$ cat config.mk
export PLATFORM = sky130hd
export DESIGN_NAME = exec_divider
export DESIGN_NICKNAME = d
export VERILOG_FILES = /design/src/rtl/exec_divider.sv
export SDC_FILE = /design/constraint.sdc
export NUM_CORES = 1
export LEC_CHECK = 0
export BUFFER_PORTS_ARGS = -buffer_cell sky130_fd_sc_hd__buf_2
export CAP_MARGIN = 10
export CELL_PAD_IN_SITES_DETAIL_PLACEMENT = 2
export CELL_PAD_IN_SITES_GLOBAL_PLACEMENT = 2
export CORE_MARGIN = 4
export CORE_UTILIZATION = 38
export CTS_CLUSTER_DIAMETER = 120
export CTS_CLUSTER_SIZE = 14
export DETAILED_ROUTE_END_ITERATION = 16
export GPL_ROUTABILITY_DRIVEN = 0
export MAX_ROUTING_LAYER = met4
export PLACE_DENSITY_LB_ADDON = 0.1
export SETUP_SLACK_MARGIN = 0.05
export SLEW_MARGIN = 20
export SYNTH_ARGS = -nofsm -noshare
export SYNTH_HDL_FRONTEND = slang
export SYNTH_SLANG_ARGS = --single-unit
$ cat constraint.sdc
create_clock -name clk -period 10.03 [get_ports clk]
set_clock_uncertainty 0.15 [all_clocks]
set_input_delay 1.5045 -clock clk [delete_from_list [all_inputs] [get_ports clk]]
set_output_delay 1.5045 -clock clk [all_outputs]
set_load 0.1 [all_outputs]
$ cat src/rtl/exec_divider.sv
// exec_divider: iterative restoring UDIV/SDIV, one quotient bit per cycle; DoneE WIDTH+2 cycles after go (1 for /0).
// Backpressure: BusyE stalls F/D/E from the go cycle through FIX; results are presented during the DoneE cycle.
module exec_divider #(
  parameter int WIDTH            = 32,
  parameter int ALUCONTROL_WIDTH = 5
) (
  input  logic                        clk,
  input  logic                        reset,
  input  logic                        StartE,
  input  logic [ALUCONTROL_WIDTH-1:0] ALUControlE,
  input  logic                        FlushE,
  input  logic [WIDTH-1:0]            SrcAE,
  input  logic [WIDTH-1:0]            SrcBE,
  output logic                        BusyE,
  output logic                        DoneE,
  output logic [WIDTH-1:0]            QuotientE,
  output logic [WIDTH-1:0]            RemainderE,
  output logic                        DivZeroE
);

  localparam logic [ALUCONTROL_WIDTH-1:0] OP_UDIV = ALUCONTROL_WIDTH'(5'b01110);
  localparam logic [ALUCONTROL_WIDTH-1:0] OP_SDIV = ALUCONTROL_WIDTH'(5'b01111);
  localparam int                          CW      = $clog2(WIDTH + 1);
  localparam logic [CW-1:0]               LAST_IT = CW'(WIDTH - 1);

  typedef enum logic [1:0] {S_IDLE, S_RUN, S_FIX, S_DONE} state_e;

  state_e           state_q, state_d;
  logic [CW-1:0]    count_q, count_d;
  logic [WIDTH:0]   rem_q, rem_d;
  logic [WIDTH-1:0] dvd_q, dvd_d;
  logic [WIDTH-1:0] dvs_q, dvs_d;
  logic [WIDTH-1:0] quot_q, quot_d;
  logic [WIDTH-1:0] remo_q, remo_d;
  logic             qneg_q, qneg_d;
  logic             rneg_q, rneg_d;
  logic             divz_q, divz_d;

  logic             is_sdiv;
  logic             go;
  logic [WIDTH-1:0] a_mag;
  logic [WIDTH-1:0] b_mag;
  logic [WIDTH:0]   rem_shift;
  logic [WIDTH:0]   rem_sub;
  logic [WIDTH-1:0] q_fix;
  logic [WIDTH-1:0] r_fix;

  assign is_sdiv = (ALUControlE == OP_SDIV);
  assign go      = StartE & ((ALUControlE == OP_UDIV) | is_sdiv);

  // Magnitudes are unsigned, so |most-negative| = 2^(WIDTH-1) fits without overflow.
  assign a_mag = (is_sdiv & SrcAE[WIDTH-1]) ? -SrcAE : SrcAE;
  assign b_mag = (is_sdiv & SrcBE[WIDTH-1]) ? -SrcBE : SrcBE;

  // The quotient bits shift into the dividend register as its bits shift out.
  assign rem_shift = {rem_q[WIDTH-1:0], dvd_q[WIDTH-1]};
  assign rem_sub   = rem_shift - {1'b0, dvs_q};
  assign q_fix     = qneg_q ? -dvd_q : dvd_q;
  assign r_fix     = rneg_q ? -rem_q[WIDTH-1:0] : rem_q[WIDTH-1:0];

  assign BusyE      = ((state_q == S_IDLE) & go) | (state_q == S_RUN) | (state_q == S_FIX);
  assign DoneE      = (state_q == S_DONE);
  assign QuotientE  = quot_q;
  assign RemainderE = remo_q;
  assign DivZeroE   = divz_q;

  always_comb begin
    state_d = state_q;
    count_d = count_q;
    rem_d   = rem_q;
    dvd_d   = dvd_q;
    dvs_d   = dvs_q;
    quot_d  = quot_q;
    remo_d  = remo_q;
    qneg_d  = qneg_q;
    rneg_d  = rneg_q;
    divz_d  = divz_q;
    case (state_q)
      S_IDLE: begin
        if (go && !FlushE) begin
          dvd_d   = a_mag;
          dvs_d   = b_mag;
          rem_d   = '0;
          count_d = '0;
          qneg_d  = is_sdiv & (SrcAE[WIDTH-1] ^ SrcBE[WIDTH-1]);
          rneg_d  = is_sdiv & SrcAE[WIDTH-1];
          if (SrcBE == '0) begin
            quot_d  = '0;
            remo_d  = SrcAE;
            divz_d  = 1'b1;
            state_d = S_DONE;
          end else begin
            divz_d  = 1'b0;
            state_d = S_RUN;
          end
        end
      end
      S_RUN: begin
        if (FlushE) begin
          state_d = S_IDLE;
        end else begin
          if (rem_shift >= {1'b0, dvs_q}) begin
            rem_d = rem_sub;
            dvd_d = {dvd_q[WIDTH-2:0], 1'b1};
          end else begin
            rem_d = rem_shift;
            dvd_d = {dvd_q[WIDTH-2:0], 1'b0};
          end
          count_d = count_q + CW'(1);
          if (count_q == LAST_IT) state_d = S_FIX;
        end
      end
      S_FIX: begin
        if (FlushE) begin
          state_d = S_IDLE;
        end else begin
          quot_d  = q_fix;
          remo_d  = r_fix;
          state_d = S_DONE;
        end
      end
      S_DONE:  state_d = S_IDLE;
      default: state_d = S_IDLE;
    endcase
  end

  always_ff @(posedge clk or posedge reset) begin
    if (reset) begin
      state_q <= S_IDLE;
      count_q <= '0;
      rem_q   <= '0;
      dvd_q   <= '0;
      dvs_q   <= '0;
      quot_q  <= '0;
      remo_q  <= '0;
      qneg_q  <= 1'b0;
      rneg_q  <= 1'b0;
      divz_q  <= 1'b0;
    end else begin
      state_q <= state_d;
      count_q <= count_d;
      rem_q   <= rem_d;
      dvd_q   <= dvd_d;
      dvs_q   <= dvs_d;
      quot_q  <= quot_d;
      remo_q  <= remo_d;
      qneg_q  <= qneg_d;
      rneg_q  <= rneg_d;
      divz_q  <= divz_d;
    end
  end

endmodule

==> flow_summary.yaml, run 1 <==
final_layout:
  final_cell_mix: "nand2_1, dfrtp_1, o21ai_0"
  diodes: 0
  drive_above_1_share_pct: 14.30
  final_common_cell: "nand2_1"
  area_delta_synth_final_pct: 13.89
  nNetsFinal: 1547
  nFillCells: 3321
  final_cells: 1832
clock_network:
  clk_latency_ps: 440
  cts_root_buffer: "clkbuf_16"
  cts_buffers: 17
  clockBufferDepth: 2
  hold_buffers: 0
  cts.htree.levels: 4
  path_clk_slew_ps: 70
  postCtsSetupBuffers: 0
  cts_tree: "yes"
  cts-resized-gates: 0
  clkSinkCount: 171
placed_design:
  pre_cts_slack_ps: 5328
  placedCellCount: 1801
  hpwl_um: 26830
  numPortBuffers: 139
timing:
  finalHoldViolCount: 0
  worstMarginPinSlew_ps: 1013
  setup_viol: 0
  period_needed_ps: 4386
  setup_tns_ps: 0
  period_share_pct: 43.73
  maxSlewViolCount: 0
  rsz0062_at_grt: "no"
  setup_ws_ps: 5644
  fin_hold_ws_ps: 326.7
  max_freq_ghz: 0.2280
  slew_headroom_pct: 32.47
power_and_ir_drop:
  irDropWorstVdd_mv: 0.1417
  power_leakage_nw: 5.692
  p_per_area_mw_per_mm2: 333.6
synthesis:
  yosys_warnings: 0
  synth_seq_area_share_pct: 37.75
  synth.distinct_cells: 65
  synth-seq-cells: 171
  async_reset_ff_share_pct: 100.0
  syn_inst: 1344
  synth_edf_count: 0
  synth_flop_cell: "dfrtp_1"
  syn_nets: 1455
  synth_area_mm2: 0.01133
  synth_area_per_cell_um2: 8.433
floorplan:
  die_x_um: 180.7
  dieArea_mm2: 0.03265
  coreArea_mm2: 0.02909
  core.rowCount: 62
  dieHeight_um: 180.7
  io_pins: 140
  initial_core_util_pct: 38.96
global_routing:
  antenna_found_initial: 0
  grt_pass1_vias: 11010
  grt.overflow.total: 0
  grt_max_degree: 99
  grtUsageTotal_pct: 22.70
  grt_pass1_wl_um: 59510
route:
  drt_iter0_markers: 413
  wl_per_cell_um: 19.73
  drc: 0
  detailroute.via_count: 10140
  viasPerCell: 5.533
  ant_nets: 0
  totalWireLength_um: 36140
  dr.pass1.iters: 5
critical_path:
  cp_slowest_cell: "buf_2"
  worstPathArrival_ps: 2730
  cp_max_fo: 5
  worstPathCellList: "buf_2, and4b_1, nand2_1, a21oi_1, buf_2"
  path_delay_family: "buffers and inverters"
  cp_data_required_time_ps: 8380
  end_kind: "primary output"
  cp-start-kind: "input port"
  cpPeakStageDelay_ps: 450
  critPathMostFrequentCell: "buf_2"
  timing.critical_path.buf_inv: 2
  worstSetupPathType: "input port to primary output"
min_path:
  hold_path.class: "flip-flop to flip-flop"
outcome:
  status: "finished, final reports clean"
run:
  maxCapViolations: 0
## state kept, by name, summed over array words and instances, names as in the netlist
signal      count
count_q         6
rem_q          32
QuotientE      32
qneg_q          1
DivZeroE        1
RemainderE     32
rneg_q          1
dvd_q          32
dvs_q          32
state_q         2
## layout make-up
class                      instances  area [um2]  area share [%]
clock buffer                      21       460.4           3.567
clock inverter                    10       190.2           1.473
inverter                          49       188.9           1.464
multi-input combinational       1051        6561           50.83
sequential                       171        4279           33.15
tap                              384       480.5           3.722
timing repair buffer             146       748.2           5.796
## Yosys cell counts, types with 12 or more instances
cell      number  area [um2]
nor2_1        77       289.0
or3_1         12       75.07
a21oi_1       77       385.4
nand2_1      212       795.8
nand3_1       18       90.09
xor2_1        98       858.3
o21ai_1       44       220.2
o31ai_1       28       210.2
o41ai_1       12       105.1
mux2i_1       37       370.4
o21ai_0      166       830.8
clkbuf_1      58       217.7
or4_1         14       105.1
inv_1         49       183.9
ha_1          37       462.9
a22oi_1       26       195.2
xnor2_1       53       464.2
dfrtp_1      171        4279
## cells by family (layout without fill, tap and decap cells)
| group | after synthesis | after routing | share of synthesized area (%) |
|---|---|---|---|
| compound gates | 406 | 406 | 21.15 |
| xor+xnor | 151 | 151 | 11.67 |
| flops | 171 | 171 | 37.75 |
| buf+inv | 122 | 226 | 4.482 |
| simple gates | 419 | 419 | 17.42 |
| fa+ha+maj | 38 | 38 | 4.261 |
| mux | 37 | 37 | 3.268 |
## power breakdown
| part | switching (mW) | leakage (nW) | internal [mW] |
|---|---|---|---|
| Clock | 0.285 | 0.306 | 0.455 |
| Combinational | 1.61 | 3.18 | 0.763 |
| Sequential | 0.284 | 2.20 | 0.908 |
## worst register-to-register path: stages (launching register included)
cell and delay [ps]:
dfrtp_1 470, ha_1 430, and2_1 260, and3_1 210, o21a_1 120, a21oi_1 150
a211oi_1 510, o2111ai_1 260, nand2_1 720, buf_4 480, mux2i_1 270, o21ai_0 120
## per-layer routing
metal	vias to the layer above	share of wire (%)	track usage, %
met4	0	1.7	5.505
met3	37	3.3	3.318
met1	5042	46	29.08
li1	4897	-	-
met5	-	0	-
met2	160	49	38.13
## through the flow
step	area (um2)	utilization, %	total power [mW]
after global routing	12910	44.37	4.620
after detailed placement	12260	42.14	3.567
after global placement	12260	42.14	3.468
after CTS	12910	44.37	4.349
final	12910	44.37	4.307
after floorplan	11330	-	2.996
## final timing paths
path,start,end,slack (ps),depth (start not counted)
max in group asynchronous,reset,DivZeroE,7070,3
max,ALUControlE[4],BusyE,5640,5
max reg2reg,rem_q[6],rem_q[26],5730,11
min,QuotientE[21],QuotientE[21],330,2
min in group asynchronous,reset,QuotientE[1],1100,2
min reg2reg,QuotientE[21],QuotientE[21],330,2
No activity file was read; power rests on OpenSTA's default activity.
==> run 2, diff against run 1 <==
--- a/config.mk
+++ b/config.mk
@@ -10,7 +10,7 @@
 export CELL_PAD_IN_SITES_DETAIL_PLACEMENT = 2
 export CELL_PAD_IN_SITES_GLOBAL_PLACEMENT = 2
 export CORE_MARGIN = 4
-export CORE_UTILIZATION = 38
+export CORE_UTILIZATION = 32
 export CTS_CLUSTER_DIAMETER = 120
 export CTS_CLUSTER_SIZE = 14
 export DETAILED_ROUTE_END_ITERATION = 16
==> constraint.sdc (replaced) <==
create_clock -name clk -period 3.9 [get_ports clk]
set_clock_uncertainty 0.15 [all_clocks]
set_input_delay 0.585 -clock clk [delete_from_list [all_inputs] [get_ports clk]]
set_output_delay 0.585 -clock clk [all_outputs]
set_load 0.1 [all_outputs]
==> run 2 against run 1 <==
Net effect: final area rose by 2.2%; die area rose by 18%; clock power rose to 2.9 times the previous value; global-route usage fell by 3.2 points; utilization fell by 6.4 points; cell count rose by 4.6%; first-iteration DRC count fell by 22%; setup slack got worse by 5200 ps; sequential power rose to 2.6 times the previous value; highest routed layer unchanged; via count fell by 1.8%.
==> flow_summary.yaml, run 2 (synthesis gave the netlist of run 1 again) <==
timing:
  worstMarginPinSlew_ps: 1018
  setup_viol: 0
  rsz0062_at_grt: "no"
  finalHoldViolCount: 0
  setup_ws_ps: 399.5
  slew_headroom_pct: 32.13
  max_freq_ghz: 0.2857
  period_share_pct: 89.76
  setup_tns_ps: 0
  period_needed_ps: 3501
  maxSlewViolCount: 0
placed_design:
  pre_cts_slack_ps: 126.1
  numPortBuffers: 139
  hpwl_um: 27560
outcome:
  status: "finished, final reports clean"
critical_path:
  cpPeakStageDelay_ps: 460
  worstSetupPathType: "flip-flop to flip-flop"
  rrSetupSlack_ps: 400
  worstPathArrival_ps: 3690
  r2r_start: "dvd_q[31]"
  worstPathCellList: "inv_1, ha_1, inv_1, fa_1, a211oi_1, nor2_1, o21ai_1, o21ai_0, a21o_1, a21oi_1, xnor2_1, mux2i_1, o21ai_0"
  cp_data_required_time_ps: 4090
  cp-start-kind: "flip-flop"
  end_kind: "flip-flop"
  cp_slowest_cell: "dfrtp_1"
  r2r_cells: 13
  timing.rr.end: "rem_q[18]"
  cp_max_fo: 5
clock_network:
  clockBufferDepth: 2
  path_clk_slew_ps: 70
  postCtsSetupBuffers: 0
  cts.htree.levels: 4
  cts_tree: "yes"
  clkSinkCount: 171
  clk_latency_ps: 440
  cts_buffers: 17
  hold_buffers: 0
  cts-resized-gates: 0
  cts_root_buffer: "clkbuf_16"
floorplan:
  dieHeight_um: 196.2
  coreArea_mm2: 0.03471
  initial_core_util_pct: 32.65
  dieArea_mm2: 0.03850
  core.rowCount: 68
  io_pins: 140
  die_x_um: 196.2
global_routing:
  grt.overflow.total: 0
  antenna_found_initial: 0
  grt_max_degree: 172
  grtUsageTotal_pct: 19.52
  grt_pass1_vias: 10660
  grt_pass1_wl_um: 59650
power_and_ir_drop:
  irDropWorstVdd_mv: 0.5576
  power_leakage_nw: 5.797
  p_per_area_mw_per_mm2: 860.4
route:
  wl_per_cell_um: 18.97
  drc: 0
  totalWireLength_um: 36370
  detailroute.via_count: 9958
  ant_nets: 0
  dr.pass1.iters: 4
  viasPerCell: 5.195
  drt_iter0_markers: 322
final_layout:
  nNetsFinal: 1559
  final_cell_mix: "nand2_1, dfrtp_1, o21ai_0"
  drive_above_1_share_pct: 15.13
  final_common_cell: "nand2_1"
  area_delta_synth_final_pct: 16.37
  nFillCells: 3957
min_path:
  hold_path.class: "input port to asynchronous set/reset pin"
run:
  maxCapViolations: 0
==> run 2: cell count changes in the layout (fill, tap and decap cells not counted) <==
cell | before | now
bufinv_16 | 5 | 8
clkinv_4 | 2 | 1
buf_4 | 7 | 16
dfrtp_2 | 0 | 1
buf_12 | 0 | 3
clkinv_2 | 0 | 2
clkbuf_8 | 2 | 1
inv_6 | 1 | 0
diode_2 | 0 | 1
dfrtp_1 | 171 | 170
clkinvlp_4 | 3 | 2
==> run 2: power by group <==
group | switching [mW] | leakage [nW] | internal (mW) | total, mW
clock network | 0.760 | 0.344 | 1.35 | 2.11
logic | 4.16 | 3.25 | 2.02 | 6.18
registers | 0.723 | 2.20 | 2.34 | 3.06
total | 5.64 | 5.80 | 5.71 | 11.3
==> run 2: critical path, delay by kind of cell (launching register included) <==
family	cells	cell delay [ps]
mux	1	90
flops	1	460
buf+inv	2	290
xor+xnor	1	130
compound gates	6	1530
fa+ha+maj	2	630
simple gates	1	120
==> run 2: stage by stage <==
stage / cells / hold slack, ps / cell area, um2 / util (%) / power, mW
floorplan: 1344 / 299.8 / 11340 / - / 7.704
global placement: 1883 / 310.5 / 12450 / 35.87 / 9.112
detailed placement: 1883 / 320.0 / 12450 / 35.87 / 9.293
CTS: 1915 / 271.8 / 13170 / 37.93 / 11.47
global route: 1916 / 295.4 / 13190 / 37.99 / 12.19
finish: 1917 / 212.3 / 13190 / 38.00 / 11.35
==> run 2: metal layers <==
layer / wire length (um) / vias up / GRT usage [%]
met3: 771 / 18 / 2.147
met5: 0 / - / -
li1: - / 4923 / -
met1: 17650 / 4918 / 26.14
met4: 298 / 0 / 3.620
met2: 17650 / 99 / 32.45
==> run 2: worst max-delay path by stage <==
stage / slack (ps) / to / start / cells past startpoint
final: 400 / rem_q[18] / dvd_q[31] / 13
after floorplan: 510 / BusyE / state_q[0] / 3
after global routing: 150 / rem_q[10] / rem_q[6] / 11
after global placement: 190 / RemainderE[2] / SrcBE[0] / 12
after CTS: 390 / rem_q[18] / dvd_q[31] / 13
after detailed placement: 130 / RemainderE[8] / SrcBE[0] / 12
==> run 2: cell type report <==
cell class	instances	area [um2]	area share [%]
diodes	1	2.502	0.01897
clock buffers	20	446.7	3.386
clock inverters	12	266.5	2.020
inverters	49	187.7	1.423
multi-input cells	1051	6561	49.74
flip-flops and latches	171	4280	32.45
well taps	455	569.3	4.316
repair buffers	158	875.8	6.640
==> run 3, diff against run 2 <==
--- a/config.mk
+++ b/config.mk
@@ -16,7 +16,7 @@
 export DETAILED_ROUTE_END_ITERATION = 16
 export GPL_ROUTABILITY_DRIVEN = 0
 export MAX_ROUTING_LAYER = met4
-export PLACE_DENSITY_LB_ADDON = 0.1
+export PLACE_DENSITY = 0.82
 export SETUP_SLACK_MARGIN = 0.05
 export SLEW_MARGIN = 20
 export SYNTH_ARGS = -nofsm -noshare
==> run 3 against run 2 <==
Net effect: hold slack lost 35 ps; clock power shrank 13%; fmax shrank 2.8%; sequential power is essentially flat; critical path depth shrank 3; register-to-register slack lost 100 ps; sequential share of layout area grew 0.29 points; largest cell class unchanged.
==> flow_summary.yaml, run 3 (synthesis gave the netlist of run 1 again) <==
placed_design:
  placedCellCount: 1883
  numPortBuffers: 139
  hpwl_um: 28250
  pre_cts_slack_ps: 154.9
route:
  drc: 0
  viasPerCell: 5.333
  wl_per_cell_um: 19.49
  detailroute.via_count: 10210
  dr.pass1.iters: 5
  ant_nets: 0
  totalWireLength_um: 37330
  drt_iter0_markers: 432
critical_path:
  cp_max_fo: 26
  cp_data_required_time_ps: 4030
  worstSetupPathType: "flip-flop to flip-flop"
  end_kind: "flip-flop"
  worstPathArrival_ps: 3730
  cp-start-kind: "flip-flop"
timing:
  setup_ws_ps: 298.8
  worstMarginPinSlew_ps: 1045
  period_needed_ps: 3601
  rsz0062_at_grt: "no"
  setup_viol: 0
  period_share_pct: 92.34
  max_freq_ghz: 0.2777
  finalHoldViolCount: 0
  slew_headroom_pct: 30.36
  maxSlewViolCount: 0
  setup_tns_ps: 0
final_layout:
  utilization_pct: 37.65
  nFillCells: 4003
  drive_above_1_share_pct: 15.08
  area_delta_synth_final_pct: 15.31
  nNetsFinal: 1558
  multiInputGateArea_mm2: 0.006561
  regArea_mm2: 0.004279
  final_cell_mix: "nand2_1, dfrtp_1, o21ai_0"
  final_common_cell: "nand2_1"
  final_cells: 1915
global_routing:
  grt_pass1_wl_um: 61220
  grt_busiest_layer: "met2"
  grt.overflow.total: 0
  antenna_found_initial: 1
  grt_pass1_vias: 11240
  met1_usage_pct: 25.71
  grtUsageTotal_pct: 20.08
  use_met2_pct: 34.56
  grt_max_degree: 97
  use_met3_pct: 2.456
clock_network:
  cts_root_buffer: "clkbuf_16"
  hold_buffers: 0
  clockBufferDepth: 2
  postCtsSetupBuffers: 0
  cts.htree.levels: 4
  path_clk_slew_ps: 70
  clkSinkCount: 171
  cts_tree: "yes"
  cts-resized-gates: 0
  cts_buffers: 17
  clk_latency_ps: 450
min_path:
  hold_path.class: "input port to asynchronous set/reset pin"
floorplan:
  core.rowCount: 68
  dieHeight_um: 196.2
  dieArea_mm2: 0.03850
  initial_core_util_pct: 32.65
  io_pins: 140
  die_x_um: 196.2
  coreArea_mm2: 0.03471
run:
  maxCapViolations: 0
power_and_ir_drop:
  p_per_area_mw_per_mm2: 848.9
  irDropWorstVdd_mv: 0.5858
  power_leakage_nw: 5.750
outcome:
  status: "finished, final reports clean"
==> run 3: cell types whose count changed in the layout (fill, tap and decap cells not counted) <==
cell / change
clkinv_4: +3
clkbuf_1: -2
clkbuf_8: +1
inv_6: +3
dfrtp_1: +1
bufinv_16: -5
clkinvlp_4: -1
buf_12: -1
dfrtp_2: -1
==> run 3: cell type report <==
type / instances / area share, %
Timing Repair Buffer: 157 / 6.548
Inverter: 49 / 1.436
Clock inverter: 12 / 1.235
Sequential cell: 171 / 32.74
Antenna cell: 1 / 0.01915
Tap cell: 455 / 4.356
Multi-Input combinational cell: 1051 / 50.20
Clock buffer: 19 / 3.465
==> run 3: worst max-delay path: stages, from the launching register on <==
cell       delay (ps)
dfrtp_1           520
ha_1              430
a21o_1            230
a21o_1            180
a21oi_1           310
o21ai_0           190
a2111oi_2         590
nand2_1           150
buf_4             290
mux2i_1           240
o21ai_0           130
==> run 3: path summary, 6_finish.rpt <==
kind                       startpoint            to  slack [ps]  depth (start not counted)
min reg2reg                 dvs_q[27]     dvs_q[27]         330                          2
min                             reset  QuotientE[8]         180                          2
min in group clk               FlushE    state_q[0]         250                          2
max in group asynchronous       reset     rem_q[29]        2520                          3
max                         rem_q[25]     rem_q[22]         300                         10
max reg2reg                 rem_q[25]     rem_q[22]         300                         10
==> run 3: report_power, final <==
group | internal, mW | leakage, nW | switching [mW]
clock network | 1.05 | 0.304 | 0.788
registers | 2.34 | 2.20 | 0.718
logic | 2.01 | 3.24 | 4.19
total | 5.40 | 5.75 | 5.70
==> run 3: routing by layer <==
metal  wire, um  vias up  share of wire (%)
li1           -     4923                  -
met5          0        -                  0
met4        431        0                1.2
met1      17440     5115                 47
met3        814       30                2.2
met2      18650      144                 50
==> run 3: metrics by stage <==
step | area, um2 | total power, mW | hold WS (ps)
2_1_floorplan | 11340 | 7.704 | 299.8
3_3_place_gp | 12450 | 8.981 | 309.3
3_5_place_dp | 12450 | 9.282 | 318.7
4_1_cts | 13070 | 11.19 | 196.5
5_1_grt | 13070 | 11.91 | 249.3
6_report | 13070 | 11.10 | 177.1
